File: src/rtl/mem_arbiter.sv
// -----------------------------------------------------------------------------
// mem_arbiter
//   Shares the single external memory port between the instruction-fetch
//   requester (IF) and the data-access requester (MEM stage). Each granted
//   access drives the memory strobes for MEM_LATENCY cycles. The returned word
//   is then captured, and the owner sees a one-cycle ack. The data side wins
//   contention. A starvation counter forces a fetch grant after STARVE_LIMIT
//   consecutive data grants that were made while a fetch was waiting.
//
// Ports
//   clk, rst          clock (rising edge), asynchronous active-low reset
//   if_req/if_addr    fetch request (held until if_ack) and its address
//   if_ack/if_rdata   one-cycle completion pulse and registered fetched word
//   if_stall          fetch pending and not acknowledged this cycle
//   d_read/d_write    data request (held until d_ack); both set means write
//   d_addr/d_wdata    data address and write data
//   d_ack/d_rdata     one-cycle completion pulse and registered read word
//   d_stall           data request pending and not acknowledged this cycle
//   mem_read/write    external strobes (registered, never both high)
//   mem_addr/wdata    external address/write data (registered, held)
//   mem_rdata         external read data, sampled in the last access cycle
// -----------------------------------------------------------------------------
module mem_arbiter #(
  parameter int WORD_WIDTH   = 32,
  parameter int MEM_LATENCY  = 2,
  parameter int STARVE_LIMIT = 4
) (
  input  logic                  clk,
  input  logic                  rst,
  input  logic                  if_req,
  input  logic [WORD_WIDTH-1:0] if_addr,
  output logic                  if_ack,
  output logic [WORD_WIDTH-1:0] if_rdata,
  output logic                  if_stall,
  input  logic                  d_read,
  input  logic                  d_write,
  input  logic [WORD_WIDTH-1:0] d_addr,
  input  logic [WORD_WIDTH-1:0] d_wdata,
  output logic                  d_ack,
  output logic [WORD_WIDTH-1:0] d_rdata,
  output logic                  d_stall,
  output logic                  mem_read,
  output logic                  mem_write,
  output logic [WORD_WIDTH-1:0] mem_addr,
  output logic [WORD_WIDTH-1:0] mem_wdata,
  input  logic [WORD_WIDTH-1:0] mem_rdata
);

  localparam int CNT_W = (MEM_LATENCY > 1) ? $clog2(MEM_LATENCY) : 1;
  localparam int STV_W = $clog2(STARVE_LIMIT + 1);
  localparam logic [CNT_W-1:0] CNT_LOAD = CNT_W'(MEM_LATENCY - 1);
  localparam logic [STV_W-1:0] STV_MAX  = STV_W'(STARVE_LIMIT);

  typedef enum logic [1:0] {
    IDLE   = 2'd0,
    ACCESS = 2'd1,
    RESP   = 2'd2
  } state_t;

  state_t                state_q, state_d;
  logic [CNT_W-1:0]      cnt_q, cnt_d;
  logic [STV_W-1:0]      starve_q, starve_d;
  logic                  owner_is_d_q, owner_is_d_d;
  logic                  if_ack_q, if_ack_d;
  logic                  d_ack_q, d_ack_d;
  logic [WORD_WIDTH-1:0] if_rdata_q, if_rdata_d;
  logic [WORD_WIDTH-1:0] d_rdata_q, d_rdata_d;
  logic                  mem_read_q, mem_read_d;
  logic                  mem_write_q, mem_write_d;
  logic [WORD_WIDTH-1:0] mem_addr_q, mem_addr_d;
  logic [WORD_WIDTH-1:0] mem_wdata_q, mem_wdata_d;

  logic d_req;
  logic grant_if;

  assign d_req = d_read | d_write;

  // Fetch wins only when it is alone or has been passed over STARVE_LIMIT times.
  assign grant_if = if_req & (~d_req | (starve_q == STV_MAX));

  always_comb begin
    state_d      = state_q;
    cnt_d        = cnt_q;
    owner_is_d_d = owner_is_d_q;
    if_ack_d     = 1'b0;
    d_ack_d      = 1'b0;
    if_rdata_d   = if_rdata_q;
    d_rdata_d    = d_rdata_q;
    mem_read_d   = mem_read_q;
    mem_write_d  = mem_write_q;
    mem_addr_d   = mem_addr_q;
    mem_wdata_d  = mem_wdata_q;

    unique case (state_q)
      IDLE: begin
        if (if_req | d_req) begin
          state_d = ACCESS;
          cnt_d   = CNT_LOAD;
          if (grant_if) begin
            owner_is_d_d = 1'b0;
            mem_addr_d   = if_addr;
            mem_read_d   = 1'b1;
            mem_write_d  = 1'b0;
          end else begin
            // A simultaneous read+write request is carried out as a write.
            owner_is_d_d = 1'b1;
            mem_addr_d   = d_addr;
            mem_read_d   = ~d_write;
            mem_write_d  = d_write;
            if (d_write) begin
              mem_wdata_d = d_wdata;
            end
          end
        end
      end
      ACCESS: begin
        if (cnt_q == '0) begin
          state_d     = RESP;
          mem_read_d  = 1'b0;
          mem_write_d = 1'b0;
          if (owner_is_d_q) begin
            d_ack_d = 1'b1;
            if (mem_read_q) begin
              d_rdata_d = mem_rdata;
            end
          end else begin
            if_ack_d   = 1'b1;
            if_rdata_d = mem_rdata;
          end
        end else begin
          cnt_d = cnt_q - 1'b1;
        end
      end
      RESP: begin
        state_d = IDLE;
      end
      default: begin
        state_d     = IDLE;
        mem_read_d  = 1'b0;
        mem_write_d = 1'b0;
      end
    endcase
  end

  // Counts data grants made while a fetch waits; any idle fetch clears it.
  always_comb begin
    starve_d = starve_q;
    if (!if_req) begin
      starve_d = '0;
    end else if ((state_q == IDLE) && (if_req | d_req)) begin
      if (grant_if) begin
        starve_d = '0;
      end else if (starve_q != STV_MAX) begin
        starve_d = starve_q + 1'b1;
      end
    end
  end

  always_ff @(posedge clk or negedge rst) begin
    if (!rst) begin
      state_q      <= IDLE;
      cnt_q        <= '0;
      starve_q     <= '0;
      owner_is_d_q <= 1'b0;
      if_ack_q     <= 1'b0;
      d_ack_q      <= 1'b0;
      if_rdata_q   <= '0;
      d_rdata_q    <= '0;
      mem_read_q   <= 1'b0;
      mem_write_q  <= 1'b0;
      mem_addr_q   <= '0;
      mem_wdata_q  <= '0;
    end else begin
      state_q      <= state_d;
      cnt_q        <= cnt_d;
      starve_q     <= starve_d;
      owner_is_d_q <= owner_is_d_d;
      if_ack_q     <= if_ack_d;
      d_ack_q      <= d_ack_d;
      if_rdata_q   <= if_rdata_d;
      d_rdata_q    <= d_rdata_d;
      mem_read_q   <= mem_read_d;
      mem_write_q  <= mem_write_d;
      mem_addr_q   <= mem_addr_d;
      mem_wdata_q  <= mem_wdata_d;
    end
  end

  assign if_ack    = if_ack_q;
  assign d_ack     = d_ack_q;
  assign if_rdata  = if_rdata_q;
  assign d_rdata   = d_rdata_q;
  assign mem_read  = mem_read_q;
  assign mem_write = mem_write_q;
  assign mem_addr  = mem_addr_q;
  assign mem_wdata = mem_wdata_q;
  assign if_stall  = if_req & ~if_ack_q;
  assign d_stall   = d_req & ~d_ack_q;

endmodule

File: config.mk
export PLATFORM = sky130hd
export DESIGN_NAME = mem_arbiter
export DESIGN_NICKNAME = d
export VERILOG_FILES = /design/src/rtl/mem_arbiter.sv
export SDC_FILE = /design/constraint.sdc
export NUM_CORES = 1
export LEC_CHECK = 0
export BUFFER_PORTS_ARGS = -buffer_cell sky130_fd_sc_hd__buf_2
export CAP_MARGIN = 40
export CORE_ASPECT_RATIO = 1.25
export CORE_UTILIZATION = 44
export CTS_BUF_LIST = sky130_fd_sc_hd__clkbuf_8
export CTS_CLUSTER_DIAMETER = 50
export DETAILED_ROUTE_END_ITERATION = 6
export PLACE_DENSITY_LB_ADDON = 0.05
export SLEW_MARGIN = 40
export SYNTH_ARGS = -nofsm -noshare
export SYNTH_HDL_FRONTEND = slang
export SYNTH_SLANG_ARGS = --single-unit
File: constraint.sdc
create_clock -name clk -period 3.5 [get_ports clk]
set_input_delay 0.7 -clock clk [delete_from_list [all_inputs] [get_ports clk]]
set_output_delay 0.7 -clock clk [all_outputs]
set_load 0.005 [all_outputs]
After elaboration in Yosys (flattened, before gate mapping)
Cells that the tools add are included.
{"block": "word_totals", "reg_bits": 139, "input_bits": 133, "out_inout_bits": 134}
{"block": "op_classes", "add_sub_neg": 2, "n_eq_ne": 8, "muxes": 25, "n_bitwise": 14, "n_reduce_logical": 11}
{"operator": "$mux W32", "count": 1}
{"operator": "$mux W1", "count": 14}
{"operator": "$mux W3", "count": 4}
{"operator": "$not A1 Y1", "count": 8}
{"operator": "$reduce_and A2 Y1", "count": 4}
{"operator": "$reduce_and A4 Y1", "count": 2}
{"operator": "$pmux W1 S3", "count": 2}
{"operator": "$reduce_and A3 Y1", "count": 2}
{"operator": "$mux W2", "count": 2}
{"operator": "$ne A2 B1 Y1 const B", "count": 2}
{"operator": "$pmux W2 S2", "count": 1}
{"operator": "$add A3 B1 Y3 const B", "count": 1}
{"operator": "$and A1 B1 Y1", "count": 3}
{"operator": "$eq A3 B3 Y1 const B", "count": 1}
{"operator": "$ne A3 B1 Y1 const B", "count": 1}
{"operator": "$ne A3 B3 Y1 const B", "count": 1}
{"operator": "$or A1 B1 Y1", "count": 3}
{"operator": "$eq A2 B1 Y1 const B", "count": 1}
{"operator": "$eq A2 B2 Y1 const B", "count": 1}
{"operator": "$logic_not A2 Y1", "count": 1}
{"operator": "$ne A2 B2 Y1 const B", "count": 1}
{"operator": "$pmux W1 S2", "count": 1}
{"operator": "$reduce_bool A2 Y1", "count": 1}
{"operator": "$logic_and A1 B1 Y1", "count": 1}
{"operator": "$sub A1 B1 Y1 const B", "count": 1}

Depth between registers and ports, before layout
{"block": "logic_depth", "word_depth": 7, "mapped_depth": 8, "depth_no_buf": 6}

Least setup slack after synthesis
Ideal clock, no wire load.
{"block": "synth_timing", "path_kind": "input to register", "start": "input d_write", "end": "register mem_addr_q[10] (netlist: mem_addr[10])", "t_arrival_ns": 1.646, "required_ns": 3.418, "setup_slack_ns": 1.772, "stages": 6, "cell_sequence": "o2bb2ai_1 > and2_1 > clkbuf_1 > clkbuf_1 > nand2_1 > a31oi_1"}
{"block": "synth_between", "elab_chain_len": 5}
{"element": "start, declared", "line_no": "36", "rtl": "input logic d_write,"}
{"element": "$or A1 B1 Y1 *", "line_no": "76", "rtl": "assign d_req = d_read | d_write;"}
{"element": "$not A1 Y1", "line_no": "79", "rtl": "assign grant_if = if_req & (~d_req | (starve_q == STV_MAX));"}
{"element": "$or A1 B1 Y1", "line_no": "79"}
{"element": "$and A1 B1 Y1", "line_no": "79"}
{"element": "$mux W32", "line_no": "99", "rtl": "if (grant_if) begin"}
{"element": "end signal, assigned", "line_no": "184", "rtl": "mem_addr_q <= mem_addr_d;"}
{"element": "end, declared", "line_no": "70", "rtl": "logic [WORD_WIDTH-1:0] mem_addr_q, mem_addr_d;"}
Mark *: on every way between the ends. The rest lies on a longest branch, timed or not.
A chain may end at the register's enable or synchronous reset.

Worst setup path in the final report
{"block": "layout_timing", "start": "register state_q[1]", "end": "register if_rdata_q[17] (netlist: if_rdata[17])"}
{"block": "layout_between", "elab_chain_len": 2}
{"element": "start, declared", "line_no": "60", "rtl": "state_t state_q, state_d;"}
{"element": "start signal, assigned", "line_no": "174", "rtl": "state_q <= state_d;"}
{"element": "$eq A2 B1 Y1", "line_no": "94", "rtl": "unique case (state_q)"}
{"element": "$reduce_and A3 Y1 (no source line)"}
{"element": "end signal, assigned", "line_no": "180", "rtl": "if_rdata_q <= if_rdata_d;"}
{"element": "end, declared", "line_no": "66", "rtl": "logic [WORD_WIDTH-1:0] if_rdata_q, if_rdata_d;"}
Every way passes these cells.

==> impl_metrics.ini <==
[cts]
cts-root-buf = clkbuf_8
clock_sinks = 139
cts_buffers = 17
clkTransAtPathRegs_ns = 0.08
cts_resized = 0
clock_latency_ns = 0.42
post_cts_buffers = 0
htreeDepth = 4
cts_tree = yes
cts-hold-fix-buffers = 0
clock_path_buffers = 2

[placed_design]
dp_cells = 844
place.detailed.hpwl_um = 9511
io_buffer_count = 266
dpl_cell_area_mm2 = 0.007023
gp_congestion = 0.7821

[worst_setup_path]
setup.worst_path.start_class = register
cp_max_fo = 12
path_class = reg -> reg
r2r_cells = 4
arrival_ns = 2.35
cp.required_ns = 3.80
end_kind = register
rr_startpoint = state_q[1]
worst_r2r_endpoint = if_rdata[17]
r2r_slack_ns = 1.45

[drt]
drt_first_pass_iters = 4
drc_errors = 0
via_per_inst = 4.862
first_iter_violations = 120
antenna_left = 0
vias = 4259
wl_per_cell_um = 14.69
routed_wl_um = 12870

[layout]
instances_no_fill = 876
final_area_mm2 = 0.007472
seq_area_mm2 = 0.003478
fillers = 1063
multi_input_area_mm2 = 0.001911
layout-drive-gt1-share_pct = 56.88
antennaDiodeCount = 0
fin_nets = 834
post-route-util_pct = 61.44
syn2layout_area_growth_pct = 35.70

[power]
peakVddDrop_mv = 0.4103
powerDensity_mw_per_mm2 = 873.8
total_power_mw = 6.529
cellLeakagePower_nw = 3.713

[synthesis]
ys_ff_latch = 139
synthesis.area_mm2 = 0.005507
syn-num-nets = 565
yosysSeqAreaShare_pct = 63.17
synth.avg_cell_area_um2 = 12.81
yosys_warnings = 0
yosysUniqueCellTypes = 28
synth_cells = 430

[sta]
relSlewSlack_pct = 53.29
setup_tns_ns = 0
rsz0062_at_grt = false
final-hold-violation-count = 0
fmax_mhz = 488.1
worst_pin_slew_ns = 0.7007
setup_viol = 0
post-route-min-period_ns = 2.049
drv_slew = 0
timing.final.crit_share_pct = 58.54
finalClockSkew_ns = 0.01835

[floorplan]
core_area_mm2 = 0.01216
dieArea_mm2 = 0.01297
fp-row-count = 45
die-height_um = 127.1
fp.dieW_um = 102.1
io_pins = 267
start_util_pct = 45.28

[global_route]
grt_pass1_vias = 4265
grtUsageTotal_pct = 20.84
grt_pass1_wl_um = 20760
grt_max_degree = 89
grt_overflow = 0
antenna_found_initial = 0

[job]
cap_violations = 0

[outcome]
status = completed

[worst_hold_path]
min-delay-path-class = in -> async
-- state kept, by name, summed over array words and instances (netlist names) --
signal / count
cnt_q: 1
d_ack: 1
d_rdata: 32
if_ack: 1
if_rdata: 32
mem_addr: 32
mem_read: 1
mem_wdata: 32
mem_write: 1
owner_is_d_q: 1
starve_q: 3
state_q: 2
-- stage by stage --
step	worst slack, ns	hold WS [ns]
6_report	1.451	0.3117
5_1_grt	1.257	0.3432
3_5_place_dp	1.185	0.4848
4_1_cts	1.274	0.3354
3_3_place_gp	1.221	0.4814
2_1_floorplan	1.772	0.4044
-- worst max-delay path, cell delays in order, from the launching register on --
cell	delay, ns
dfrtp_1	0.47
nand2b_1	0.23
nor3_4	0.53
buf_4	0.34
mux2_2	0.36
-- layout make-up --
type	instances	area share [%]
clock buffers	18	3.315
clock inverters	14	2.562
inverters	3	0.1507
multi-input cells	264	25.57
flip-flops and latches	139	46.55
well taps	164	2.746
repair buffers	274	19.11
-- placed cells by master, fill, tap and decap left out, types with 3 or more instances in the layout --
master      synthesis  final
buf_2               8    265
nor2_1             40     40
nand3_1             3      3
nor2b_1             3      3
clkinvlp_4          0      3
clkbuf_8            0     19
buf_4               0      5
bufinv_16           0      4
inv_6               0      4
inv_1               3      4
mux2_2             95     95
a21oi_1             3      3
a31oi_1            33     33
dfrtp_1           139    139
nand2_1            66     65
o21ai_0             4      4
-- report_power, final --
| group | switching (mW) | internal [mW] |
|---|---|---|
| Sequential | 0.388 | 2.39 |
| Combinational | 1.04 | 1.30 |
| Clock | 0.610 | 0.800 |
-- layer usage --
| metal | share of wire (%) | vias up | GRT usage (%) |
|---|---|---|---|
| met2 | 51 | 182 | 35.45 |
| met3 | 7.6 | 18 | 5.908 |
| li1 | - | 2022 | - |
| met5 | 0 | - | 0 |
| met1 | 39 | 2037 | 24.28 |
| met4 | 2.2 | 0 | 9.076 |
-- worst max-delay path by stage --
stage	slack (ns)	end	cells after the start	startpoint
after global routing	1.26	mem_addr[24]	7	starve_q[0]
after detailed placement	1.18	mem_wdata[15]	4	if_req
final	1.45	if_rdata[17]	4	state_q[1]
after floorplan	1.77	mem_addr[10]	6	d_write
after CTS	1.27	mem_wdata[15]	3	state_q[1]
after global placement	1.22	starve_q[0]	5	d_write
-- kinds of logic after synthesis --
kind of cell	share of synthesized area (%)
flops	63.17
fa+ha+maj	0.4544
buf+inv	2.431
mux	19.63
compound gates	5.090
simple gates	9.225
-- synthesized netlist by cell type --
library cell / instances / area share, %
clkbuf_1: 13 / 0.89
o2bb2ai_1: 1 / 0.16
nor3_4: 1 / 0.30
nand3_2: 1 / 0.18
dfrtp_1: 139 / 63
nand2b_1: 1 / 0.11
nor4bb_1: 1 / 0.18
a31oi_1: 33 / 3.7
and3_1: 1 / 0.11
o31ai_1: 1 / 0.14
a21boi_0: 2 / 0.27
o21ai_0: 4 / 0.36
nor2_1: 40 / 2.7
buf_2: 8 / 0.73
inv_1: 3 / 0.20
a21oi_1: 3 / 0.27
ha_1: 2 / 0.45
nor3_2: 1 / 0.18
nor3_1: 1 / 0.091
nand2_2: 1 / 0.11
a21o_1: 1 / 0.14
and2_1: 1 / 0.11
nor2b_1: 3 / 0.34
mux2_2: 95 / 19
nand3_1: 3 / 0.27
nand2_1: 66 / 4.5
mux2_1: 1 / 0.20
buf_6: 3 / 0.61
No activity file was read; power rests on OpenSTA's default activity.
